[src/rtl/clock_div_pkg.sv]
// Shared types and constants for the divided-clock monitor.
package clock_div_pkg;

    // Measurement FSM states
    typedef enum logic [1:0] {
        IDLE    = 2'd0,
        ARM     = 2'd1,
        MEASURE = 2'd2,
        HOLD    = 2'd3
    } state_t;

    localparam int DEF_SIZE  = 3;
    localparam int DEF_CNT_W = 8;

    // Allowed deviation of the measured period from expected_n, in clk cycles
    localparam int TOL = 1;

endpackage

[src/rtl/clk_edge_sync.sv]
// Brings an asynchronous clock-like signal into the clk domain and produces
// a registered level plus a one-cycle pulse for each rising edge. The pulse
// appears 3 clk cycles after the input rises, and 'level' is aligned with it
// so the cycle carrying the pulse also reads level=1.
module clk_edge_sync (
    input  logic clk,
    input  logic resetb,
    input  logic async_in,
    output logic level,
    output logic rise
);

    logic sync1;
    logic sync2;

    // Two-stage synchronizer, delayed copy for edge detect, registered pulse
    always_ff @(posedge clk or negedge resetb) begin
        if (!resetb) begin
            sync1 <= 1'b0;
            sync2 <= 1'b0;
            level <= 1'b0;
            rise  <= 1'b0;
        end else begin
            sync1 <= async_in;
            sync2 <= sync1;
            level <= sync2;
            rise  <= sync2 & ~level;
        end
    end

endmodule

[src/rtl/clock_div_monitor.sv]
// Measures period and high time of a divided clock in clk cycles, compares
// the period against the expected divide ratio and flags a stalled clock.
module clock_div_monitor
    import clock_div_pkg::*;
#(
    parameter int SIZE    = DEF_SIZE,
    parameter int CNT_W   = DEF_CNT_W,
    parameter int TIMEOUT = 64
) (
    input  logic             clk,
    input  logic             resetb,
    input  logic             mon_clk,
    input  logic             enable,
    input  logic [SIZE-1:0]  expected_n,
    output logic [CNT_W-1:0] meas_period,
    output logic [CNT_W-1:0] meas_high,
    output logic             meas_valid,
    input  logic             meas_ack,
    output logic             mismatch,
    output logic             stuck,
    output logic             bypass
);

    localparam logic [CNT_W-1:0] CNT_MAX = '1;
    localparam logic [CNT_W-1:0] TO_LAST = CNT_W'(TIMEOUT - 1);

    logic             mon_lvl;
    logic             mon_rise;
    state_t           state;
    logic [CNT_W-1:0] period_cnt;
    logic [CNT_W-1:0] high_cnt;
    logic [CNT_W-1:0] to_cnt;
    logic             ratio_ok;
    logic [CNT_W:0]   per_ext;
    logic [CNT_W:0]   exp_ext;
    logic [CNT_W:0]   diff;
    logic             off_tol;

    clk_edge_sync u_sync (
        .clk      (clk),
        .resetb   (resetb),
        .async_in (mon_clk),
        .level    (mon_lvl),
        .rise     (mon_rise)
    );

    assign ratio_ok = (expected_n > SIZE'(1));

    // One extra bit so a small period against a large ratio cannot wrap
    assign per_ext = {1'b0, period_cnt};
    assign exp_ext = (CNT_W+1)'(expected_n);
    assign diff    = (per_ext >= exp_ext) ? (per_ext - exp_ext) : (exp_ext - per_ext);
    assign off_tol = (diff > (CNT_W+1)'(TOL));

    // Ratio below 2 cannot be resolved; flag it one cycle later
    always_ff @(posedge clk or negedge resetb) begin
        if (!resetb) bypass <= 1'b0;
        else         bypass <= ~ratio_ok;
    end

    // Measurement FSM; disable or unusable ratio acts as a synchronous clear
    always_ff @(posedge clk or negedge resetb) begin
        if (!resetb) begin
            state       <= IDLE;
            period_cnt  <= '0;
            high_cnt    <= '0;
            to_cnt      <= '0;
            meas_period <= '0;
            meas_high   <= '0;
            meas_valid  <= 1'b0;
            mismatch    <= 1'b0;
            stuck       <= 1'b0;
        end else if (!enable || !ratio_ok) begin
            state       <= IDLE;
            period_cnt  <= '0;
            high_cnt    <= '0;
            to_cnt      <= '0;
            meas_period <= '0;
            meas_high   <= '0;
            meas_valid  <= 1'b0;
            mismatch    <= 1'b0;
            stuck       <= 1'b0;
        end else begin
            case (state)
                IDLE: begin
                    state <= ARM;
                end
                ARM: begin
                    if (mon_rise) begin
                        period_cnt <= CNT_W'(1);
                        high_cnt   <= CNT_W'(1);
                        to_cnt     <= '0;
                        stuck      <= 1'b0;
                        state      <= MEASURE;
                    end else if (to_cnt == TO_LAST) begin
                        stuck  <= 1'b1;
                        to_cnt <= '0;
                    end else begin
                        to_cnt <= to_cnt + CNT_W'(1);
                    end
                end
                MEASURE: begin
                    // An edge on the terminal-count cycle wins over the timeout
                    if (mon_rise) begin
                        meas_period <= period_cnt;
                        meas_high   <= high_cnt;
                        mismatch    <= off_tol;
                        meas_valid  <= 1'b1;
                        stuck       <= 1'b0;
                        to_cnt      <= '0;
                        state       <= HOLD;
                    end else if (to_cnt == TO_LAST) begin
                        stuck      <= 1'b1;
                        to_cnt     <= '0;
                        period_cnt <= '0;
                        high_cnt   <= '0;
                        state      <= ARM;
                    end else begin
                        to_cnt <= to_cnt + CNT_W'(1);
                        if (period_cnt != CNT_MAX) period_cnt <= period_cnt + CNT_W'(1);
                        if (mon_lvl && high_cnt != CNT_MAX) high_cnt <= high_cnt + CNT_W'(1);
                    end
                end
                HOLD: begin
                    // Results frozen until consumed; edges ignored here
                    if (meas_ack) begin
                        meas_valid <= 1'b0;
                        mismatch   <= 1'b0;
                        period_cnt <= '0;
                        high_cnt   <= '0;
                        to_cnt     <= '0;
                        state      <= ARM;
                    end
                end
                default: state <= IDLE;
            endcase
        end
    end

endmodule

[config.mk]
export PLATFORM = sky130hd
export DESIGN_NAME = clock_div_monitor
export DESIGN_NICKNAME = d
export VERILOG_FILES = /design/src/rtl/clock_div_pkg.sv /design/src/rtl/clk_edge_sync.sv /design/src/rtl/clock_div_monitor.sv
export SDC_FILE = /design/constraint.sdc
export NUM_CORES = 1
export LEC_CHECK = 0
export ABC_AREA = 1
export CORE_MARGIN = 2
export CORE_UTILIZATION = 50
export DETAILED_ROUTE_END_ITERATION = 10
export PLACE_DENSITY = 0.71
export SLEW_MARGIN = 10
export SYNTH_ARGS = -nofsm -noshare
export SYNTH_HDL_FRONTEND = slang
export SYNTH_SLANG_ARGS = --single-unit
[constraint.sdc]
create_clock -name clk -period 3.85 [get_ports clk]
set_clock_uncertainty 0.2 [all_clocks]
set_input_delay 1.155 -clock clk [delete_from_list [all_inputs] [get_ports clk]]
set_output_delay 1.155 -clock clk [all_outputs]
set_load 0.02 [all_outputs]
After elaboration in Yosys (flattened, before gate mapping)
Cells that the tools add are included.

storage, ports and cells
  register bits after elaboration = 50
  bits in latches = 0
  RAM bits = 0
  memory bits (read-only) = 0
  memories = 0

cells by class
  add/subtract/negate cells = 5
  $mul = 0
  div/mod/pow operators = 0
  $lt $le $gt $ge = 3
  equality and inequality tests = 13
  shift operators = 0
  multiplexer cells = 40
  bitwise operators = 3
  reduce and logical (&&, ||, !) cells = 20

operator list
  operator             number
  $mux 8               19
  $pmux 8 s3           2
  $add 8x1->8 const B  3
  $ne 8x8->1 const B   2
  $pmux 8 s2           1
  $mux 2               5
  $reduce_and 5->1     2
  $gt 9x1->1 const B   1
  $mux 1               9
  $mux 9               1
  $reduce_bool 3->1    3
  $sub 3x8->9          1
  $sub 8x3->9          1
  $eq 8x6->1 const B   1
  $ge 8x3->1           1
  $ne 4x4->1 const B   2
  $pmux 2 s4           1
  $ne 3x2->1 const B   2
  $ne 3x3->1 const B   2
  $reduce_and 2->1     3
  $reduce_and 3->1     2
  $reduce_bool 2->1    3
  $eq 2x2->1 const B   2
  $ne 4x3->1 const B   1
  other kinds (11)     14

Longest topological paths before layout
Gate-level depths: netlist of the first run.

  word-level depth = 7
  gate-level depth with buffers = 17

Cells and area by module
A second synthesis of the first run with hierarchy kept.

second synthesis, totals
  cell total of the unflattened synthesis = 419
  area, all modules = 3204.3 sq um

modules (own cells, without submodules)
  module             instances  cells an instance  area an instance (sq um)  sequential area each (sq um)
  clock_div_monitor  1          413                3094.2                    1151.1
  clk_edge_sync      1          6                  110.1                     100.1

Least setup slack after synthesis of the first run
Ideal clock, no wire load.

  path kind = input-to-reg
  from = in expected_n[2]
  to = reg mismatch
  library setup time = 0.116 ns
  arrival time = 2.500 ns
  setup slack = 1.034 ns
  cell stages on the path = 13
  cell sequence = inv_2 -> ha_1 -> buf_2 -> a21oi_1 -> nand3_1 -> nor2_2 -> nand2_1 -> nand2_1 -> nand3_1 -> nor2_1 -> nand2_1 -> nand2_1 -> nand2_1

between the ends
  cells in the longest elaborated chain, start to end = 6
  elaborated cells between the ends (all ways) = 15
  classes of those cells = add/sub (2); order compare (3); eq/ne (2); mux (4); reduce/logical (4)

RTL lines
  item                                 RTL line                  RTL
  from (decl)                          clock_div_monitor.sv:14   input logic [SIZE-1:0] expected_n,
  $sub 3x8->9 (tied with other cells)  clock_div_monitor.sv:52   assign diff = (per_ext >= exp_ext) ? (per_ext - exp_ext) : (exp_ext - per_ext);
  $mux 9                               clock_div_monitor.sv:52
  $gt 9x1->1                           clock_div_monitor.sv:53   assign off_tol = (diff > (CNT_W+1)'(TOL));
  $mux 1                               clock_div_monitor.sv:104  if (mon_rise) begin
  $pmux 1 s2                           clock_div_monitor.sv:84   case (state)
  $mux 1                               clock_div_monitor.sv:73   end else if (!enable || !ratio_ok) begin
  to (signal assigned)                 clock_div_monitor.sv:107  mismatch <= off_tol;
  to (decl)                            clock_div_monitor.sv:19   output logic mismatch,

Several ways; a longest one is shown, not always the timed one. The select of a mux whose other input is x is not followed.
A chain may end at the register's enable or synchronous reset.

Worst setup path in the final report of the first run
Same ends and word-level chain as after synthesis.

==> impl_metrics.py, run 1 <==
metrics = {
    "routing": {
        "vias": 2698,
        "vias_per_cell": 5.29,
        "route.detailed.drc": 0,
        "routedWlPerCell_um": 13.7,
        "finalWirelength_um": 7010,
        "drtAntennaViolNets": 0,
        "drtIter0Drc": 207,
        "dr.pass1.iters": 4,
    },
    "critical_path": {
        "cp.required_ns": 3.85,
        "path_common_cell": "nand2_1",
        "path_cells": "clkdlybuf4s50_1, inv_2, ha_1, a21oi_1, nand3_1, nor2_2, nand2_1, nand2_1, nand2_1, nor2_1, nand2_1, nand2_1, nand2_1",
        "end_kind": "flip-flop",
        "critPathKind": "input pin to flip-flop",
        "cp-start-kind": "input pin",
        "critPathMaxFanout": 8,
        "cp_data_arrival_time_ns": 3.28,
        "slowest_delay_ns": 0.50,
        "slowest_stage": "clkdlybuf4s50_1",
    },
    "yosys": {
        "synth_area_sq_mm": 0.00305,
        "synth.yosys.seq_area_share_pct": 41.0,
        "synth.largest_area_cell": "dfrtp_1",
        "synth_cell_types": 33,
        "synthCells": 405,
        "synth_top_area_share_pct": 41.0,
        "yosys_warnings": 0,
        "synth_fp_nets": 428,
        "synthTopCellsByArea": "dfrtp_1, nand2_1, inv_1",
        "synth.avg_cell_area_sq_um": 7.54,
        "ys_ff_latch": 50,
    },
    "sta": {
        "worst_slack_ns": 0.566,
        "max-slew-margin-rel_pct": 57.2,
        "post-route-period-util_pct": 85.3,
        "setup_viol_count_final": 0,
        "setup_tns_ns": 0,
        "final_hold_viol_count": 0,
        "maxSlewViolCount": 0,
        "rsz0062_at_grt": "false",
        "worst_pin_slew_ns": 0.643,
        "hold_slack_ns": 0.159,
        "fin_crit_ns": 3.28,
        "clock.fmax_mhz": 305,
    },
    "cts": {
        "hold_buffers": 0,
        "clkSlewWorstSetupHoldPaths_ns": 0.09,
        "numCtsBuffers": 5,
        "cts.sinks": 50,
        "clockBufferDepth": 2,
        "cts_tree": "yes",
        "clk_latency_ns": 0.30,
        "cts_setup_buffers": 0,
        "cts_resized": 0,
        "htreeDepth": 2,
        "cts.root.buffer_cell": "clkbuf_8",
    },
    "global_routing": {
        "grt_usage_pct": 23.2,
        "grt_max_degree": 28,
        "gr-total-overflow": 0,
        "antenna_found_initial": 0,
        "grt_pass1_wl_um": 11800,
        "grt_pass1_vias": 2488,
    },
    "final_layout": {
        "final_layout_size_suffix_gt1_share_pct": 8.74,
        "finalNetCount": 457,
        "final_area_sq_mm": 0.00349,
        "final_cell_mix": "nand2_1, dfrtp_1, inv_1",
        "layout_commonest_cell": "nand2_1",
        "antenna-diode-count": 0,
        "area.growth.synth_to_final_pct": 14.4,
        "fin_util_pct": 59.0,
        "final-instance-count-excl-fill": 510,
    },
    "floorplan": {
        "die_area_sq_mm": 0.00674,
        "core_sq_mm": 0.00592,
        "initial_core_util_pct": 51.5,
        "pin_count": 28,
        "die_h_um": 82.1,
        "die_w_um": 82.1,
        "floorplan.rows": 28,
    },
    "pwr": {
        "ir_drop_mv": 0.237,
        "total_power_mw": 1.24,
        "leakagePower_nw": 1.64,
        "seq_power_share_pct": 46.7,
        "sw_frac_of_total_pct": 32.2,
        "pwr-share-clk_pct": 29.4,
        "switching_power_mw": 0.401,
        "pwr-share-comb_pct": 23.9,
        "p_per_area_mw_per_mm2": 356,
        "power.internal_mw": 0.843,
    },
    "run_status": {
        "outcome": "complete, no violations",
    },
    "run": {
        "cap_violations": 0,
    },
    "place": {
        "place_inst": 502,
        "hpwl_um": 5260,
        "placed_cell_area_sq_mm": 0.00338,
        "gp_congestion": 0.936,
        "place_worst_setup_slack_ns": 0.295,
        "io_buffers": 27,
    },
    "worst_hold_path": {
        "hold_path_class": "flip-flop to flip-flop",
    },
}
-- metal layers --
metal / wire (um) / GRT usage (%) / share of wire, % / vias up
met5: 0 / 0 / 0 / -
met1: 3250 / 32.4 / 46 / 1259
met3: 350 / 3.37 / 5.0 / 10
met4: 60 / 4.17 / 0.86 / 0
met2: 3350 / 38.9 / 48 / 73
li1: - / - / - / 1356
-- layout make-up --
type / count / area (sq um)
Sequential cell: 50 / 1250
Clock buffer: 6 / 72.6
Multi-Input combinational cell: 291 / 1540
Clock inverter: 2 / 37.5
Tap cell: 75 / 93.8
Fill cell: 553 / 2430
Inverter: 55 / 206
Timing Repair Buffer: 31 / 295
-- cells by family (layout without fill, tap and decap cells) --
kind of cell / after synthesis / in the layout / synth area share, %
adder cells (fa/ha/maj): 15 / 15 / 6.64
flip-flops: 50 / 50 / 41.0
buffers and inverters: 64 / 94 / 8.69
AND/OR/NAND/NOR: 210 / 210 / 30.4
XOR/XNOR: 7 / 7 / 2.01
AO/OA/AOI/OAI: 59 / 59 / 11.3
-- cells in the mapped netlist, drive strengths merged --
cell	n
a21boi	1
clkbuf	4
nor4	1
nand3	34
xor2	6
nor2	49
nand3b	2
buf	5
a31oi	1
o31ai	2
fa	2
nand4	6
nor3	17
dfrtp	50
xnor2	1
clkinv	1
o21ai	46
a21oi	8
or2	2
ha	13
inv	54
nand2	99
o21a	1
-- worst max-delay path: cells and delay by family --
family	cells	cell delay, ns
AND/OR/NAND/NOR	9	0.94
buffers and inverters	2	0.56
adder cells (fa/ha/maj)	1	0.39
AO/OA/AOI/OAI	1	0.25
-- worst paths after layout --
kind | from | slack [ns] | to | cells past startpoint
worst max-delay path | expected_n[2] | 0.57 | mismatch$_DFFE_PN0P_ | 13
worst min-delay path | u_sync.sync1$_DFF_PN0_ | 0.16 | u_sync.sync2$_DFF_PN0_ | 0
worst max register to register | period_cnt[0]$_DFFE_PN0P_ | 1.34 | mismatch$_DFFE_PN0P_ | 14
worst min register to register | u_sync.sync1$_DFF_PN0_ | 0.16 | u_sync.sync2$_DFF_PN0_ | 0
max in group asynchronous | resetb | 2.13 | high_cnt[2]$_DFFE_PN0P_ | 2
min in group asynchronous | resetb | 0.67 | meas_period[1]$_DFFE_PN0P_ | 1
-- flip-flops by register name, summed over array words and instances (netlist names), 2 cells and up --
signal       flops
meas_period      8
to_cnt           8
period_cnt       8
meas_high        8
state            2
high_cnt         8
-- power by group through the flow --
stage	sequential [mW]	combinational (mW)	clock (mW)
5_1_grt	0.585	0.345	0.394
3_3_place_gp	0.590	0.294	0
4_1_cts	0.580	0.298	0.370
6_report	0.580	0.298	0.366
3_5_place_dp	0.591	0.297	0
2_1_floorplan	0.587	0.222	0
No activity file was read; power rests on OpenSTA's default activity.
==> inputs of run 2 (changes only) <==
- clock period: 3.85 -> 3.3 ns (I/O delays scaled with it)
==> run 2 against run 1 <==
Final cell count increased by 0.39%. Design area increased by 0.25%. Clock-buffer cell count decreased by 1. Critical endpoint unchanged. Flip-flop and latch count unchanged. Critical path depth unchanged. Via count decreased by 1.0%. First-iteration DRC count decreased by 17%.
==> impl_metrics.py, run 2 (synthesis gave the netlist of run 1 again) <==
metrics = {
    "run_status": {
        "outcome": "complete, no violations",
    },
    "pwr": {
        "leakagePower_nw": 1.64,
        "p_per_area_mw_per_mm2": 393,
        "ir_drop_mv": 0.263,
    },
    "final_layout": {
        "layout_commonest_cell": "nand2_1",
        "n_fill_cell": 549,
        "fin_util_pct": 59.1,
        "finalNetCount": 460,
        "final_area_sq_mm": 0.00350,
        "antenna-diode-count": 0,
        "multi_input_area_sq_mm": 0.00154,
        "area.growth.synth_to_final_pct": 14.7,
        "seq_area_sq_mm": 0.00125,
        "final_cell_mix": "nand2_1, dfrtp_1, inv_1",
        "final_layout_size_suffix_gt1_share_pct": 9.38,
    },
    "critical_path": {
        "critPathMaxFanout": 5,
        "cp.required_ns": 3.31,
        "cp-start-kind": "input pin",
        "end_kind": "flip-flop",
        "critPathKind": "input pin to flip-flop",
        "cp_data_arrival_time_ns": 3.00,
    },
    "floorplan": {
        "die_w_um": 82.1,
        "die_area_sq_mm": 0.00674,
        "pin_count": 28,
        "die_h_um": 82.1,
        "initial_core_util_pct": 51.5,
        "floorplan.rows": 28,
        "core_sq_mm": 0.00592,
    },
    "routing": {
        "routedWlPerCell_um": 13.3,
        "dr.pass1.iters": 4,
        "route.detailed.drc": 0,
        "drtIter0Drc": 172,
        "drtAntennaViolNets": 0,
        "finalWirelength_um": 6830,
        "vias_per_cell": 5.21,
        "vias": 2670,
    },
    "global_routing": {
        "grt_pass1_wl_um": 11600,
        "grt_max_degree": 28,
        "gr-total-overflow": 0,
        "antenna_found_initial": 0,
        "grt_usage_pct": 22.6,
        "grt_pass1_vias": 2487,
    },
    "sta": {
        "rsz0062_at_grt": "false",
        "post-route-period-util_pct": 90.7,
        "maxSlewViolCount": 0,
        "fin_crit_ns": 2.99,
        "max-slew-margin-rel_pct": 58.7,
        "clock.fmax_mhz": 334,
        "worst_pin_slew_ns": 0.619,
        "setup_viol_count_final": 0,
        "final_hold_viol_count": 0,
    },
    "cts": {
        "htreeDepth": 2,
        "numCtsBuffers": 5,
        "cts.sinks": 50,
        "clk_latency_ns": 0.30,
        "cts_tree": "yes",
        "cts_setup_buffers": 0,
        "hold_buffers": 0,
        "clkSlewWorstSetupHoldPaths_ns": 0.09,
        "clockBufferDepth": 2,
        "cts.root.buffer_cell": "clkbuf_8",
        "cts_resized": 0,
    },
    "run": {
        "cap_violations": 0,
    },
    "place": {
        "placed_cell_area_sq_mm": 0.00342,
        "hpwl_um": 5130,
        "io_buffers": 27,
        "gp_congestion": 0.944,
    },
    "worst_hold_path": {
        "hold_path_class": "flip-flop to flip-flop",
    },
}
## run 2: worst paths after layout
| kind | startpoint | to | slack (ns) | cells after the start |
|---|---|---|---|---|
| hold reg to reg | u_sync.sync1$_DFF_PN0_ | u_sync.sync2$_DFF_PN0_ | 0.16 | 0 |
| max in group asynchronous | resetb | meas_valid$_DFFE_PN0P_ | 1.86 | 2 |
| setup reg to reg | period_cnt[0]$_DFFE_PN0P_ | mismatch$_DFFE_PN0P_ | 0.89 | 14 |
| min in group asynchronous | resetb | meas_period[4]$_DFFE_PN0P_ | 0.49 | 1 |
| setup / recovery | expected_n[2] | mismatch$_DFFE_PN0P_ | 0.31 | 13 |
| hold / removal | u_sync.sync1$_DFF_PN0_ | u_sync.sync2$_DFF_PN0_ | 0.16 | 0 |
## run 2: metrics by stage
| step | worst slack, ns | hold slack, ns | setup TNS (ns) | cells | total power [mW] |
|---|---|---|---|---|---|
| floorplan | 0.649 | 0.131 | 0 | 405 | 0.944 |
| global placement | 0.0339 | 0.134 | 0 | 505 | 1.03 |
| detailed placement | -0.0224 | 0.138 | -0.0224 | 505 | 1.04 |
| CTS | 0.314 | 0.160 | 0 | 512 | 1.39 |
| global route | 0.103 | 0.167 | 0 | 512 | 1.47 |
| finish | 0.307 | 0.156 | 0 | 512 | 1.38 |
## run 2: power by group
part	switching, mW	internal [mW]
Combinational	0.230	0.120
Clock	0.205	0.145
Sequential	0.0307	0.645
## run 2: layout make-up
class | count | share of cell area (%)
timing repair buffer | 34 | 9.44
tap | 75 | 2.68
clock buffer | 5 | 1.97
inverter | 55 | 5.90
sequential | 50 | 35.7
multi-input combinational | 291 | 43.9
clock inverter | 2 | 0.429
## run 2: critical path: stages
cell	delay, ns
clkdlybuf4s50_1	0.50
inv_2	0.05
ha_1	0.33
a21oi_1	0.21
nand3_1	0.16
nor2_2	0.24
nand2_1	0.10
nand2_1	0.08
nand3_1	0.06
nor2_1	0.10
nand2_1	0.07
nand2_1	0.06
nand2_1	0.04
## run 2: routing by layer
layer	global-route usage (%)	vias up	part of all wire (%)
met4	7.00	0	0.89
met3	2.93	6	5.0
met5	0	-	0
met1	31.3	1236	47
met2	37.0	63	47
li1	-	1365	-
